==> src/rtl/program_loader.sv <==
// ============================================================================
// program_loader : boot loader; length-prefixed byte stream -> 32-bit memory
//                  writes, holds the CPU in reset until the image is written.
// Option macro   : LOADER_CHECKSUM_EN (trailing XOR checksum byte)
// Revision       : 1.0
// ============================================================================
`default_nettype none

module program_loader #(
  parameter logic [31:0] BASE_ADDR = 32'h0000_0000,
  parameter int unsigned MAX_WORDS = 1024
) (
  input  logic        clock,
  input  logic        reset,
  input  logic        start,
  input  logic [7:0]  byteIn,
  input  logic        byteValid,
  output logic        byteReady,
  output logic        memWrite,
  output logic [31:0] address,
  output logic [31:0] writeData,
  output logic        cpuHold,
  output logic        done,
  output logic        error,
  output logic [15:0] wordsWritten
);

`ifdef LOADER_CHECKSUM_EN
  localparam logic c_CHECK_EN = 1'b1;
`else
  localparam logic c_CHECK_EN = 1'b0;
`endif

  localparam logic [2:0] c_IDLE   = 3'd0;
  localparam logic [2:0] c_LEN_HI = 3'd1;
  localparam logic [2:0] c_LEN_LO = 3'd2;
  localparam logic [2:0] c_DATA   = 3'd3;
  localparam logic [2:0] c_WRITE  = 3'd4;
  localparam logic [2:0] c_CHECK  = 3'd5;
  localparam logic [2:0] c_DONE   = 3'd6;
  localparam logic [2:0] c_ERR    = 3'd7;

  logic [2:0]  r_state;
  logic [2:0]  w_next;
  logic        r_byte_ready;
  logic        r_mem_write;
  logic        r_cpu_hold;
  logic        r_done;
  logic        r_error;
  logic [31:0] r_address;
  logic [31:0] r_wdata;
  logic [15:0] r_words;
  logic [15:0] r_len;
  logic [23:0] r_word;
  logic [1:0]  r_byte_cnt;
  logic [7:0]  r_xor;

  logic        w_accept;
  logic [15:0] w_len;
  logic [31:0] w_word;
  logic        w_last;
  logic [2:0]  w_tail;
  logic        w_byte_ready;
  logic        w_mem_write;
  logic        w_cpu_hold;
  logic        w_done;
  logic        w_error;

  assign w_accept = byteValid & r_byte_ready;
  assign w_len    = {r_len[15:8], byteIn};
  assign w_word   = {r_word, byteIn};
  assign w_last   = (r_words + 16'd1) == r_len;
  assign w_tail   = c_CHECK_EN ? c_CHECK : c_DONE;

  always_comb begin
    w_next = r_state;
    case (r_state)
      c_IDLE:   if (start) w_next = c_LEN_HI;
      c_LEN_HI: if (w_accept) w_next = c_LEN_LO;
      c_LEN_LO: begin
        if (w_accept) begin
          if (w_len == 16'd0)
            w_next = w_tail;
          else if ({16'd0, w_len} > MAX_WORDS)
            w_next = c_ERR;
          else
            w_next = c_DATA;
        end
      end
      c_DATA:   if (w_accept && (r_byte_cnt == 2'd3)) w_next = c_WRITE;
      c_WRITE:  w_next = w_last ? w_tail : c_DATA;
      c_CHECK:  if (w_accept) w_next = (byteIn == r_xor) ? c_DONE : c_ERR;
      c_DONE,
      c_ERR:    if (start) w_next = c_LEN_HI;
      default:  w_next = c_IDLE;
    endcase
  end

  // Outputs are decoded from the next state so they can be registered
  // without adding a cycle of latency.
  always_comb begin
    w_byte_ready = (w_next == c_LEN_HI) || (w_next == c_LEN_LO) ||
                   (w_next == c_DATA)   || (w_next == c_CHECK);
    w_mem_write  = (w_next == c_WRITE);
    w_cpu_hold   = (w_next != c_DONE);
    w_done       = (w_next == c_DONE);
    w_error      = (w_next == c_ERR);
  end

  always_ff @(posedge clock) begin
    if (!reset) begin
      r_state      <= c_IDLE;
      r_byte_ready <= 1'b0;
      r_mem_write  <= 1'b0;
      r_cpu_hold   <= 1'b1;
      r_done       <= 1'b0;
      r_error      <= 1'b0;
    end else begin
      r_state      <= w_next;
      r_byte_ready <= w_byte_ready;
      r_mem_write  <= w_mem_write;
      r_cpu_hold   <= w_cpu_hold;
      r_done       <= w_done;
      r_error      <= w_error;
    end
  end

  always_ff @(posedge clock) begin
    if (!reset) begin
      r_address  <= BASE_ADDR;
      r_wdata    <= 32'd0;
      r_words    <= 16'd0;
      r_len      <= 16'd0;
      r_word     <= 24'd0;
      r_byte_cnt <= 2'd0;
      r_xor      <= 8'd0;
    end else begin
      // Entering LEN_HI only happens from IDLE/DONE/ERR: a fresh load.
      if ((w_next == c_LEN_HI) && (r_state != c_LEN_HI)) begin
        r_words    <= 16'd0;
        r_byte_cnt <= 2'd0;
        r_xor      <= 8'd0;
      end
      if (w_accept) begin
        case (r_state)
          c_LEN_HI: r_len[15:8] <= byteIn;
          c_LEN_LO: r_len[7:0]  <= byteIn;
          c_DATA: begin
            r_word     <= w_word[23:0];
            r_byte_cnt <= r_byte_cnt + 2'd1;
            r_xor      <= r_xor ^ byteIn;
          end
          default: ;
        endcase
      end
      if ((r_state == c_DATA) && (w_next == c_WRITE)) begin
        r_address <= BASE_ADDR + {14'd0, r_words, 2'b00};
        r_wdata   <= w_word;
      end
      if (r_state == c_WRITE)
        r_words <= r_words + 16'd1;
    end
  end

  assign byteReady    = r_byte_ready;
  assign memWrite     = r_mem_write;
  assign address      = r_address;
  assign writeData    = r_wdata;
  assign cpuHold      = r_cpu_hold;
  assign done         = r_done;
  assign error        = r_error;
  assign wordsWritten = r_words;

endmodule

`default_nettype wire
==> config.mk <==
export PLATFORM = sky130hd
export DESIGN_NAME = program_loader
export DESIGN_NICKNAME = d
export VERILOG_FILES = /design/src/rtl/program_loader.sv
export SDC_FILE = /design/constraint.sdc
export NUM_CORES = 1
export LEC_CHECK = 0
export CAP_MARGIN = 40
export CORE_ASPECT_RATIO = 1.4
export CORE_UTILIZATION = 56
export CTS_CLUSTER_DIAMETER = 150
export DETAILED_ROUTE_END_ITERATION = 6
export MAX_ROUTING_LAYER = met4
export PLACE_DENSITY = 0.83
export SYNTH_ARGS = -nofsm -noshare
export SYNTH_HDL_FRONTEND = slang
export SYNTH_SLANG_ARGS = --single-unit
export TNS_END_PERCENT = 1
==> constraint.sdc <==
create_clock -name clock -period 6.83 [get_ports clock]
set_clock_uncertainty 0.2 [all_clocks]
set_input_delay 1.366 -clock clock [delete_from_list [all_inputs] [get_ports clock]]
set_output_delay 1.366 -clock clock [all_outputs]
set_load 0.02 [all_outputs]
# Word-level counts from Yosys, hierarchy flattened
# Index checks and enable logic that the tools add are counted.
[totals]
register_bits = 122
latchBits = 0
ramBits = 0
rom_bits = 0
input_bits = 12
output_inout_bits = 85
mem_count = 0
[op_classes]
add_sub_neg = 2
mul = 0
n_div = 0
n_lt_le_gt_ge = 1
n_eq_ne = 19
n_shift = 0
muxes = 18
bitwise_logic = 2
n_reduce_logical = 13
[ops]
columns = ["op", "count"]
rows = [
  ["$mux W16", 2],
  ["$eq A3 B3 Y1 const B", 8],
  ["$mux W3", 8],
  ["$mux W8", 3],
  ["$pmux W3 S6", 1],
  ["$add A16 B1 Y16 const B", 1],
  ["$eq A16 B16 Y1", 1],
  ["$gt A16 B11 Y1 const B", 1],
  ["$logic_not A16 Y1", 1],
  ["$eq A3 B2 Y1 const B", 4],
  ["$eq A8 B8 Y1", 1],
  ["$xor A8 B8 Y8", 1],
  ["$eq A3 B1 Y1 const B", 2],
  ["$mux W2", 3],
  ["$reduce_and A2 Y1", 3],
  ["$logic_and A1 B1 Y1", 3],
  ["$logic_not A3 Y1", 1],
  ["$logic_or A1 B1 Y1", 3],
  ["$ne A3 B1 Y1 const B", 1],
  ["$ne A3 B3 Y1 const B", 1],
  ["$reduce_or A3 Y1", 1],
  ["$add A2 B1 Y2 const B", 1],
  ["$eq A2 B2 Y1 const B", 1],
  ["$reduce_bool A2 Y1", 1],
  ["2 further kinds", 2],
]

# Longest topological paths before layout
[depth]
depth_word = 10
depth_mapped = 11
depth_no_buf = 9

# Worst setup path after synthesis
# No wires, ideal clock.
[synth_timing]
kind = "input port to flip-flop"
startpoint = "input byteIn[6]"
endpoint = "register r_words[12] (netlist: wordsWritten[12])"
setup_time_ps = 133
arrival_ps = 3222
t_required_ps = 6497
path_slack_ps = 3274
path_stages = 10
cell_sequence = "buf_2 -> nor4_2 -> and4_1 -> o21ai_1 -> a221o_1 -> o41ai_4 -> nor2_2 -> buf_6 -> o21ai_1 -> o31ai_1"
[synth_via]
elab_chain_len = 8
word_cells_on_any_way = 12
cone_classes = "order compare: 1; eq/ne: 2; mux: 6; reduce/logical: 3"
[synth_lines]
columns = ["item", "line_no", "text"]
rows = [
  ["from (decl)", "16", "input logic [7:0] byteIn,"],
  ["$gt A16 B11 Y1", "84", "else if ({16'd0, w_len} > MAX_WORDS)"],
  ["$mux W3", "84", ""],
  ["$mux W3", "82", "if (w_len == 16'd0)"],
  ["$mux W3", "81", "if (w_accept) begin"],
  ["$pmux W3 S6 (*)", "77", "case (r_state)"],
  ["$eq A3 B1 Y1 (*)", "139", "if ((w_next == c_LEN_HI) && (r_state != c_LEN_HI)) begin"],
  ["$logic_and A1 B1 Y1 (*)", "139", ""],
  ["$reduce_bool A2 Y1 (no line) (*)", "--", ""],
  ["to (signal assigned)", "161", "r_words <= r_words + 16'd1;"],
  ["to (decl)", "52", "logic [15:0] r_words;"],
]
# Every way passes the cells marked *; elsewhere a longest branch is shown, timed or not.
# A chain may end at the register's enable or synchronous reset.

# Worst setup path after layout
[layout_timing]
startpoint = "input byteIn[3]"
endpoint = "register r_words[7] (netlist: wordsWritten[7])"
# Same word-level chain as after synthesis.

==> flow_metrics.tcl <==
set metrics [dict create \
    combPwrFrac 0.043 \
    tightest_slew_ns 0.710 \
    layout_commonest_cell "nand2_1" \
    vias 4848 \
    clk_latency_ns 0.42 \
    cts_root_buf "clkbuf_16" \
    grt-ovfl-total 0 \
    syn_area_um2 5360 \
    rsz0062_at_grt "no" \
    multiInputGateArea_um2 2640 \
    diodes 0 \
    p_total_mw 1.66 \
    fin_tns_setup_ns 0 \
    r2r-end "error" \
    ant_nets 0 \
    drv_cap 0 \
    h-tree-depth 4 \
    cts_num_sinks 122 \
    io_pins 97 \
    fp.dieW_um 84.7 \
    outcome "finished, violations left" \
    finalSetupViolations 0 \
    power_frac_seq 0.434 \
    yosysSeqAreaShare 0.456 \
    reg2reg_depth 8 \
    drc_errors 6 \
    ys_seq_elements 122 \
    postSynthAreaPerCell_um2 7.99 \
    placedCellCount 812 \
    yosysUniqueCellTypes 54 \
    numCtsBuffers 17 \
    pwr-share-clk 0.523 \
    path_class "in -> reg" \
    powerDensity_nw_per_um2 249 \
    grt_usage 0.288 \
    drt_iter0_markers 378 \
    yosysWarningCount 0 \
    hold_viol 0 \
    ff_latch_area_um2 2440 \
    drive_gt1_frac 0.0746 \
    antenna_found_initial 0 \
    netSwitchingPower_mw 0.382 \
    wl_per_cell_um 15.7 \
    synth-edff-count 0 \
    cts_resized 0 \
    cts_hold_buf 0 \
    crit_path_start "byteIn[3]" \
    grt_pass1_vias 4589 \
    startpoint_type "input port" \
    hp-start "r_word[23]" \
    wl_um 13300 \
    path_cells "clkdlybuf4s50_1, xor2_1, nor4_1, a31oi_1, a211oi_2, o41ai_4, nor2_2, a21oi_1, a21oi_1" \
    postCtsSetupRepairBufs 0 \
    endpoint "wordsWritten[7]" \
    viasPerCell 5.74 \
    end_kind "flip-flop" \
    relSlewSlack 0.523 \
    fin_util 0.731 \
    grt_pass1_wl_um 22100 \
    coreArea_um2 9130 \
    period_share 0.593 \
    crit_slowest_cell "clkdlybuf4s50_1" \
    required_ns 6.97 \
    grt_max_degree 65 \
    cts_buffer_depth 2 \
    arrival_ns 4.19 \
    die_height_um 118 \
    crit_fanout 13 \
    irDropWorstVdd_mv 0.194 \
    synthFlopType "dfxtp_1" \
    nets 738 \
    dr.pass1.iters 7 \
    synthToLayoutAreaGrowth_pct 24.6 \
    dpl_cell_area_um2 6090 \
    cp_slowest_stage_delay_ns 0.64 \
    critical_path_buf_inv_count 1 \
    nFillCells 692 \
    stdcell_area_um2 6680 \
    async_reset_ff_frac 0 \
    violations "design-rule violations" \
    place_hpwl_um 8710 \
    cp.depth 9 \
    p_sw_frac 0.229 \
    rrSetupSlack_ns 3.73 \
    report.final.slew_viol_count 0 \
    cellInternalPower_mw 1.28 \
    rows 41 \
    crit_family "compound AO/OA/AOI/OAI gates" \
    finalCriticalPeriod_ns 4.05 \
    start_util 0.587 \
    power.leakage_nw 2.41 \
    fmax_ghz 0.247 \
    cts.clk_slew.worst_paths_ns 0.05 \
    r2r_start "wordsWritten[2]" \
    cts_tree "done" \
    final_cell_mix "nand2_1 (180), dfxtp_1 (122), a21oi_1 (82), clkdlybuf4s50_1 (80), nor2_1 (58)" \
    crit_top_cell "a21oi_1" \
    min_path_type "reg -> reg" \
    numPortBuffers 80 \
    dieArea_um2 9970 \
    finalNonFillerCells 844 \
    gp_congestion 0.971 \
    synthCells 671 \
]
==> power groups by stage <==
stage          clock, mW  sequential [mW]  combinational [mW]
4_1_cts            0.878            0.722              0.0703
2_1_floorplan          0            0.736              0.0588
3_3_place_gp           0            0.737              0.0668
5_1_grt            0.908            0.722              0.0769
3_5_place_dp           0            0.737              0.0691
6_report           0.871            0.722              0.0716
==> flip-flops by register name (all words and copies together), names as in the netlist <==
register      cells
r_len            16
r_xor             8
byteReady         1
done              1
address          16
memWrite          1
error             1
r_state           3
writeData        32
r_word           24
cpuHold           1
r_byte_cnt        2
wordsWritten     16
==> worst min path at each step <==
stage               cells after the start       endpoint
CTS                                     2  writeData[25]
floorplan                               2  writeData[24]
finish                                  2  writeData[31]
global placement                        2  writeData[27]
global route                            2  writeData[20]
detailed placement                      2  writeData[25]
==> logic make-up after synthesis <==
logic type / Yosys count / synth area share
and+or+nand+nor: 287 / 0.237
muxes: 18 / 0.0338
AOI/OAI and AO/OA: 138 / 0.147
adders and majority gates: 2 / 0.00467
xor gates and xnor gates: 34 / 0.0581
other: 1 / 0.000700
buffers and inverters: 69 / 0.0637
DFF: 122 / 0.456
==> worst min-delay path, stage by stage (launching register included) <==
cell,delay [ns]
dfxtp_1,0.31
nand2_1,0.05
a21oi_1,0.05
==> layer usage <==
| metal | global-route usage | share of wire | up-vias |
|---|---|---|---|
| met5 | - | 0 | - |
| met4 | 0.145 | 0.031 | 0 |
| met3 | 0.0603 | 0.049 | 42 |
| met2 | 0.503 | 0.54 | 176 |
| met1 | 0.304 | 0.38 | 2317 |
| li1 | - | - | 2313 |
==> synth_stat cells (3+ instances only) <==
master    instances  share of area
and2_1            3         0.0035
o22ai_1           3         0.0035
nand3_1           9         0.0084
a21oi_1          82          0.077
buf_2             8         0.0075
buf_4            17          0.024
xor2_1           18          0.029
nor2_1           58          0.041
o21ai_0          25          0.023
nand2b_1          3         0.0035
xnor2_1          15          0.025
nor2_2            3         0.0035
o31ai_1           4         0.0056
nand2_1         181           0.13
dfxtp_1         122           0.46
nand4_1           4         0.0047
nor3_1            8         0.0075
o21ai_1           7         0.0065
buf_1             3         0.0021
inv_1             3         0.0021
mux2i_1          17          0.032
clkbuf_1         36          0.025
==> layout make-up <==
| type | instances | area share |
|---|---|---|
| tap | 107 | 0.0201 |
| inverter | 3 | 0.00169 |
| clock buffer | 18 | 0.0658 |
| sequential | 122 | 0.366 |
| timing repair buffer | 85 | 0.130 |
| clock inverter | 14 | 0.0221 |
| multi-input combinational | 495 | 0.395 |
==> stage by stage <==
step | worst slack [ns] | hold WS [ns]
global placement | 2.35 | 0.241
floorplan | 3.27 | 0.232
global route | 2.64 | 0.270
finish | 2.78 | 0.250
CTS | 2.82 | 0.251
detailed placement | 2.42 | 0.243
(Power assumes the default switching activity.)
